<file path="config.mk">
export PLATFORM = sky130hd
export DESIGN_NAME = alu_sequential_flat
export DESIGN_NICKNAME = d
export VERILOG_FILES = /design/src/rtl/alu_pkg.sv /design/src/rtl/alu_sequential_if.sv /design/src/rtl/shift_add_multiplier.sv /design/src/rtl/alu_sequential.sv /design/src/flat_wrapper.sv
export SDC_FILE = /design/constraint.sdc
export NUM_CORES = 1
export LEC_CHECK = 0
export CAP_MARGIN = 40
export CELL_PAD_IN_SITES_DETAIL_PLACEMENT = 1
export CELL_PAD_IN_SITES_GLOBAL_PLACEMENT = 2
export CORE_MARGIN = 2
export CORE_UTILIZATION = 37
export CTS_CLUSTER_DIAMETER = 120
export DETAILED_ROUTE_END_ITERATION = 10
export GPL_ROUTABILITY_DRIVEN = 0
export GPL_TIMING_DRIVEN = 0
export PLACE_DENSITY_LB_ADDON = 0.25
export SLEW_MARGIN = 40
export SYNTH_ARGS = -nofsm -noshare
export SYNTH_HDL_FRONTEND = slang
export SYNTH_SLANG_ARGS = --single-unit
</file>
<file path="constraint.sdc">
create_clock -name clk -period 4.1 [get_ports clk]
set_input_delay 0.615 -clock clk [delete_from_list [all_inputs] [get_ports clk]]
set_output_delay 0.615 -clock clk [all_outputs]
set_load 0.03 [all_outputs]
</file>
<file path="src/rtl/alu_pkg.sv">
// Shared opcode, FSM state and flag-index definitions for the sequential ALU.
package alu_pkg;

    typedef enum logic [3:0] {
        OP_ADD  = 4'd0,
        OP_SUB  = 4'd1,
        OP_AND  = 4'd2,
        OP_OR   = 4'd3,
        OP_XOR  = 4'd4,
        OP_NAND = 4'd5,
        OP_SLL  = 4'd6,
        OP_SRL  = 4'd7,
        OP_SRA  = 4'd8,
        OP_MUL  = 4'd9
    } alu_op_t;

    typedef enum logic {
        IDLE = 1'b0,
        MUL  = 1'b1
    } alu_state_t;

    localparam int FLAG_N = 3;
    localparam int FLAG_Z = 2;
    localparam int FLAG_C = 1;
    localparam int FLAG_V = 0;

endpackage

</file>
<file path="src/rtl/alu_sequential_if.sv">
// Operand/result bus of the sequential ALU: valid/ready operand side plus
// registered result, flags, error and completion pulse.
interface alu_sequential_if #(
    parameter int N = 8
);
    logic         in_valid;
    logic         in_ready;
    logic [N-1:0] a;
    logic [N-1:0] b;
    logic [3:0]   s;
    logic [N-1:0] z;
    logic         out_valid;
    logic [3:0]   flags;
    logic         err;

    modport master (
        output in_valid, a, b, s,
        input  in_ready, z, out_valid, flags, err
    );

    modport slave (
        input  in_valid, a, b, s,
        output in_ready, z, out_valid, flags, err
    );
endinterface

</file>
<file path="src/rtl/shift_add_multiplier.sv">
// Iterative unsigned shift-and-add multiplier, one partial product per cycle.
// product/done present the final accumulator value combinationally during the
// last iteration so the caller can register it on the same edge.
module shift_add_multiplier #(
    parameter int N = 8
) (
    input  logic           clk,
    input  logic           rst,
    input  logic           start,
    input  logic [N-1:0]   a,
    input  logic [N-1:0]   b,
    output logic           done,
    output logic [2*N-1:0] product
);
    localparam int CW = (N > 1) ? $clog2(N) : 1;

    logic [2*N-1:0] r_mcand;
    logic [N-1:0]   r_mplier;
    logic [2*N-1:0] r_acc;
    logic [CW-1:0]  r_cnt;
    logic           r_busy;
    logic [2*N-1:0] w_acc_next;

    assign w_acc_next = r_acc + (r_mplier[0] ? r_mcand : '0);
    assign done       = r_busy & (r_cnt == CW'(N - 1));
    assign product    = w_acc_next;

    // Load operands on start, then add/shift once per cycle until N steps are done.
    always_ff @(posedge clk) begin
        if (rst) begin
            r_mcand  <= '0;
            r_mplier <= '0;
            r_acc    <= '0;
            r_cnt    <= '0;
            r_busy   <= 1'b0;
        end else if (start) begin
            r_mcand  <= {{N{1'b0}}, a};
            r_mplier <= b;
            r_acc    <= '0;
            r_cnt    <= '0;
            r_busy   <= 1'b1;
        end else if (r_busy) begin
            r_acc    <= w_acc_next;
            r_mcand  <= r_mcand << 1;
            r_mplier <= r_mplier >> 1;
            r_cnt    <= r_cnt + 1'b1;
            if (done) begin
                r_busy <= 1'b0;
            end
        end
    end
endmodule

</file>
<file path="src/rtl/alu_sequential.sv">
// Execute-stage ALU with registered result/NZCV flags, one-cycle ops accepted
// back-to-back and an N-cycle iterative MUL that blocks the input handshake.
module alu_sequential
    import alu_pkg::*;
#(
    parameter int N = 8
) (
    input  logic             clk,
    input  logic             rst,
    alu_sequential_if.slave  bus
);
    localparam int SHW = $clog2(N);

    alu_state_t       r_state;
    alu_state_t       w_state_next;

    logic             w_accept;
    logic             w_mul_start;
    logic             w_mul_done;
    logic [2*N-1:0]   w_product;

    logic [SHW-1:0]   w_amt;
    logic [N:0]       w_add;
    logic [N:0]       w_sub;
    logic [N:0]       w_sll;
    logic [N:0]       w_srl;
    logic signed [N:0] w_sra;
    logic [N-1:0]     w_res;
    logic             w_c;
    logic             w_v;
    logic             w_err;
    logic [3:0]       w_flags;
    logic [3:0]       w_mul_flags;

    logic [N-1:0]     r_z;
    logic [3:0]       r_flags;
    logic             r_err;
    logic             r_out_valid;

    assign bus.in_ready  = (r_state == IDLE) & ~rst;
    assign bus.z         = r_z;
    assign bus.flags     = r_flags;
    assign bus.err       = r_err;
    assign bus.out_valid = r_out_valid;

    assign w_accept    = bus.in_valid & bus.in_ready;
    assign w_mul_start = w_accept & (bus.s == OP_MUL);

    shift_add_multiplier #(.N(N)) u_mul (
        .clk     (clk),
        .rst     (rst),
        .start   (w_mul_start),
        .a       (bus.a),
        .b       (bus.b),
        .done    (w_mul_done),
        .product (w_product)
    );

    // Shifts are done one bit wider so the last bit shifted out lands in the
    // extra bit; an amount of zero naturally leaves that bit at 0.
    assign w_amt = bus.b[SHW-1:0];
    assign w_add = {1'b0, bus.a} + {1'b0, bus.b};
    assign w_sub = {1'b0, bus.a} - {1'b0, bus.b};
    assign w_sll = {1'b0, bus.a} << w_amt;
    assign w_srl = {bus.a, 1'b0} >> w_amt;
    assign w_sra = $signed({bus.a, 1'b0}) >>> w_amt;

    // Single-cycle datapath: result, carry, overflow and illegal-opcode detect.
    always_comb begin
        w_res = '0;
        w_c   = 1'b0;
        w_v   = 1'b0;
        w_err = 1'b0;
        case (bus.s)
            OP_ADD: begin
                w_res = w_add[N-1:0];
                w_c   = w_add[N];
                w_v   = (bus.a[N-1] == bus.b[N-1]) & (w_add[N-1] != bus.a[N-1]);
            end
            OP_SUB: begin
                w_res = w_sub[N-1:0];
                w_c   = ~w_sub[N];
                w_v   = (bus.a[N-1] != bus.b[N-1]) & (w_sub[N-1] != bus.a[N-1]);
            end
            OP_AND:  w_res = bus.a & bus.b;
            OP_OR:   w_res = bus.a | bus.b;
            OP_XOR:  w_res = bus.a ^ bus.b;
            OP_NAND: w_res = ~(bus.a & bus.b);
            OP_SLL: begin
                w_res = w_sll[N-1:0];
                w_c   = w_sll[N];
            end
            OP_SRL: begin
                w_res = w_srl[N:1];
                w_c   = w_srl[0];
            end
            OP_SRA: begin
                w_res = w_sra[N:1];
                w_c   = w_sra[0];
            end
            OP_MUL:  w_res = '0;
            default: w_err = 1'b1;
        endcase
    end

    // Flag vectors for single-cycle results and for MUL completion.
    always_comb begin
        w_flags     = '0;
        w_mul_flags = '0;
        if (!w_err) begin
            w_flags[FLAG_N] = w_res[N-1];
            w_flags[FLAG_Z] = (w_res == '0);
            w_flags[FLAG_C] = w_c;
            w_flags[FLAG_V] = w_v;
        end
        w_mul_flags[FLAG_N] = w_product[N-1];
        w_mul_flags[FLAG_Z] = (w_product[N-1:0] == '0);
        w_mul_flags[FLAG_V] = |w_product[2*N-1:N];
    end

    // FSM state register.
    always_ff @(posedge clk) begin
        if (rst) begin
            r_state <= IDLE;
        end else begin
            r_state <= w_state_next;
        end
    end

    // FSM next-state: leave IDLE only for MUL, return when the multiplier finishes.
    always_comb begin
        w_state_next = r_state;
        case (r_state)
            IDLE:    if (w_mul_start) w_state_next = MUL;
            MUL:     if (w_mul_done)  w_state_next = IDLE;
            default: w_state_next = IDLE;
        endcase
    end

    // Output registers: update on a completion, otherwise hold with out_valid low.
    always_ff @(posedge clk) begin
        if (rst) begin
            r_z         <= '0;
            r_flags     <= '0;
            r_err       <= 1'b0;
            r_out_valid <= 1'b0;
        end else if ((r_state == MUL) && w_mul_done) begin
            r_z         <= w_product[N-1:0];
            r_flags     <= w_mul_flags;
            r_err       <= 1'b0;
            r_out_valid <= 1'b1;
        end else if (w_accept && !w_mul_start) begin
            r_z         <= w_res;
            r_flags     <= w_flags;
            r_err       <= w_err;
            r_out_valid <= 1'b1;
        end else begin
            r_out_valid <= 1'b0;
        end
    end
endmodule
</file>
<file path="src/flat_wrapper.sv">
// flat-port wrapper written by rule: the top's interface ports become plain ports
module alu_sequential_flat import alu_pkg::*;
#(
    parameter int N = 8
)
  (clk, rst, bus_in_valid, bus_a, bus_b, bus_s, bus_in_ready, bus_z, bus_out_valid, bus_flags, bus_err);
  alu_sequential_if #(.N(N)) bus_i ();
  input  logic clk;
  input  logic rst;
  input wire logic [$bits(bus_i.in_valid)-1:0] bus_in_valid;
  input wire logic [$bits(bus_i.a)-1:0] bus_a;
  input wire logic [$bits(bus_i.b)-1:0] bus_b;
  input wire logic [$bits(bus_i.s)-1:0] bus_s;
  output wire logic [$bits(bus_i.in_ready)-1:0] bus_in_ready;
  output wire logic [$bits(bus_i.z)-1:0] bus_z;
  output wire logic [$bits(bus_i.out_valid)-1:0] bus_out_valid;
  output wire logic [$bits(bus_i.flags)-1:0] bus_flags;
  output wire logic [$bits(bus_i.err)-1:0] bus_err;
  assign bus_i.in_valid = bus_in_valid;
  assign bus_i.a = bus_a;
  assign bus_i.b = bus_b;
  assign bus_i.s = bus_s;
  assign bus_in_ready = bus_i.in_ready;
  assign bus_z = bus_i.z;
  assign bus_out_valid = bus_i.out_valid;
  assign bus_flags = bus_i.flags;
  assign bus_err = bus_i.err;
  alu_sequential #(.N(N)) u_core (.clk(clk), .rst(rst), .bus(bus_i));
endmodule
</file>
==> flow_summary_export.csv <==
group,metric,value,unit
run_status,status,"completed",
grt,overflow,0,
final_layout,area_growth,17.6,%
synthesis,syn_inst,639,
critical_path,max_stage_delay,0.71,ns
pwr,p_leak,2.41,nW
pwr,vdd_ir_drop_max,0.221,mV
synthesis,yosysWarnings,0,
sta,hold_violations,0,
critical_path,path_cells,"clkdlybuf4s50_1, inv_1, ha_1, clkbuf_1, a21o_1, a31o_2, a221o_1, a2111oi_2, nand4_1, or4_1, o22ai_2",
final_layout,multiInputGateArea,3810,µm²
detailed_routing,drt-vias-per-instance,5.96,
final_layout,seq_area,1180,µm²
floorplanning,fp.coreArea,13900,µm²
sta,period_needed,3.87,ns
floorplanning,start_util,37.9,%
final_layout,finalNonFillerCells,867,
floorplanning,die_h,123,µm
grt,grt_pass1_vias,5178,
grt,antenna_found_initial,0,
sta,drv_slew,0,
floorplanning,dieArea,15200,µm²
synthesis,ys_ff_latch,59,
synthesis,synth_nets,707,
clock_network,cts_sinks,59,
synthesis,ys_seq_area_share,22.4,%
critical_path,crit_path_max_fanout,10,
floorplanning,rows,43,
detailed_routing,via_count,5164,
detailed_routing,wirelength,18300,µm
critical_path,crit_arrival,4.13,ns
place,dp_hpwl,14200,µm
hold_path,min_path_type,"reg2reg",
critical_path,critPathLaunchType,"primary input",
synthesis,syn_area_per_cell,8.26,µm²
pwr,p_comb_share,19.7,%
clock_network,cts.clk_slew.worst_paths,0.05,ns
sta,fin_worst_skew,0.00777,ns
pwr,power.total,1.76,mW
sta,period_share,94.4,%
clock_network,insertion_delay,0.34,ns
synthesis,synth_edf_count,0,
final_layout,num-fill-cells,1674,
sta,fmax,258,MHz
critical_path,crit_slowest_cell,"clkdlybuf4s50_1",
grt,grtUsageTotal,24.9,%
pwr,netSwitchingPower,502,µW
critical_path,crit_required,4.36,ns
clock_network,clockBufferDepth,2,
sta,setup-violations-final,0,
detailed_routing,drt_pre_antenna_iters,6,
grt,grt_pass1_wl,28800,µm
critical_path,cp-end-kind,"flop",
clock_network,h-tree-depth,3,
pwr,p_int,1.26,mW
clock_network,cts_buffers,9,
flow_run,cap_violations,0,
sta,tightest_slew,0.805,ns
sta,holdWs,0.456,ns
final_layout,drive_gt1_share,9.32,%
detailed_routing,drc,0,
floorplanning,die_w,123,µm
sta,rsz0062_at_grt,"false",
sta,relSlewSlack,46.4,%
final_layout,finalNetCount,750,
grt,grt_max_degree,12,
pwr,swShare,28.5,%
pwr,clockPowerShare,47.1,%
synthesis,ys_types,76,
place,numPortBuffers,33,
clock_network,tritoncts,"done",
place,dp_cells,852,
final_layout,diodes,0,
detailed_routing,routedWlPerCell,21.1,µm
clock_network,ctsHoldBuffers,0,
floorplanning,io_pins,38,
critical_path,crit_type,"in2reg",
synthesis,syn_area,5280,µm²
pwr,p_per_area,284,nW/µm²
synthesis,ys_async_sr_fraction,0,%
final_layout,final_util,44.6,%
clock_network,cts_root_buf,"clkbuf_16",
detailed_routing,drtIter0Drc,458,
pwr,power.share.sequential,33.2,%
detailed_routing,drtAntennaViolNets,0,
synthesis,yosys_most_used_dff,"dfxtp_1",
-- timing repair --
action / CTS / global route
endpoints found under the setup margin: 1 / 1
gates resized for setup: 2 / 1
pin swaps: 0 / 0
buffers inserted: 0 / 0
-- layer usage --
layer / global-route usage (%) / share of wire [%] / up-vias / wire (µm)
met2: 38.2 / 44 / 142 / 8040
met3: 4.89 / 5.3 / 25 / 976
li1: - / - / 2459 / -
met1: 35.4 / 49 / 2538 / 8940
met5: 0 / 0 / - / 0
met4: 6.68 / 1.9 / 0 / 346
-- cell type report --
cell class              count  area share (%)
plain buffers              48            3.39
clock buffers              10            3.85
clock inverters             6            1.43
inverters                  33            1.99
multi-input cells         498            61.3
flip-flops and latches     59            19.0
well taps                 180            3.63
repair buffers             33            5.36
-- flip-flops by register name (all words and copies together), names as in the netlist --
register	flops
u_core.u_mul.r_mplier	8
u_core.bus.flags	4
u_core.bus.z	8
u_core.u_mul.r_busy	1
u_core.bus.out_valid	1
u_core.r_state	1
u_core.u_mul.r_acc	16
u_core.u_mul.r_cnt	3
u_core.bus.err	1
u_core.u_mul.r_mcand	16
-- cell families after synthesis --
logic type               share of synthesized area, %
AND/OR/NAND/NOR                                  21.0
AO/OA/AOI/OAI                                    23.7
flip-flops                                       22.4
multiplexers                                     13.2
buffers and inverters                            6.35
XOR/XNOR                                         2.32
adder cells (fa/ha/maj)                          11.1
-- worst paths after layout --
path,start,end,slack (ns),depth (start not counted)
hold reg to reg,u_core.bus.z[7],u_core.bus.z[7],0.46,2
hold / removal,u_core.bus.z[7],u_core.bus.z[7],0.46,2
setup reg to reg,u_core.u_mul.r_mplier[0],u_core.bus.flags[0],0.54,12
setup / recovery,bus_a[3],u_core.bus.flags[2],0.23,11
-- layout by cell type, fill, tap and decap left out, types with 17 or more instances in the layout --
cell type / count
a21oi_1: 26
inv_1: 32
and2_1: 17
a211oi_1: 25
clkdlybuf4s50_1: 32
mux2i_1: 47
ha_1: 42
nor2_1: 75
nand2_1: 28
dfxtp_1: 59
clkbuf_1: 31
-- critical path: cells and delay by family --
family | cells | cell delay, ns
adders and majority gates | 1 | 0.30
and+or+nand+nor | 2 | 0.59
AOI/OAI and AO/OA | 5 | 1.55
buffers and inverters | 3 | 1.06
-- cells in the mapped netlist, types with 11 or more instances --
library cell | instances | area [µm²]
ha_1 | 42 | 526
inv_1 | 32 | 120
nor3_1 | 16 | 80.1
mux2i_1 | 47 | 470
nand2b_1 | 11 | 68.8
o21ai_0 | 15 | 75.1
clkbuf_1 | 32 | 120
a211oi_1 | 25 | 188
a21oi_1 | 26 | 130
nand3_1 | 14 | 70.1
dfxtp_1 | 59 | 1180
nor2_1 | 75 | 282
and2_1 | 17 | 106
nand2_1 | 28 | 105
-- power groups by stage --
stage,sequential [mW],combinational [mW],clock [mW]
after floorplan,0.605,0.206,0
after CTS,0.586,0.339,0.850
after detailed placement,0.598,0.337,0
final,0.586,0.347,0.830
after global routing,0.586,0.372,0.875
after global placement,0.597,0.325,0
-- stage by stage --
step	worst slack, ns	TNS (ns)	instance area [µm²]
after floorplan	0.691	0	5280
after global placement	-0.853	-1.41	5840
after detailed placement	-0.486	-0.720	5870
after CTS	0.0582	0	6200
after global routing	0.0192	0	6210
final	0.230	0	6210
(Power assumes the default switching activity.)
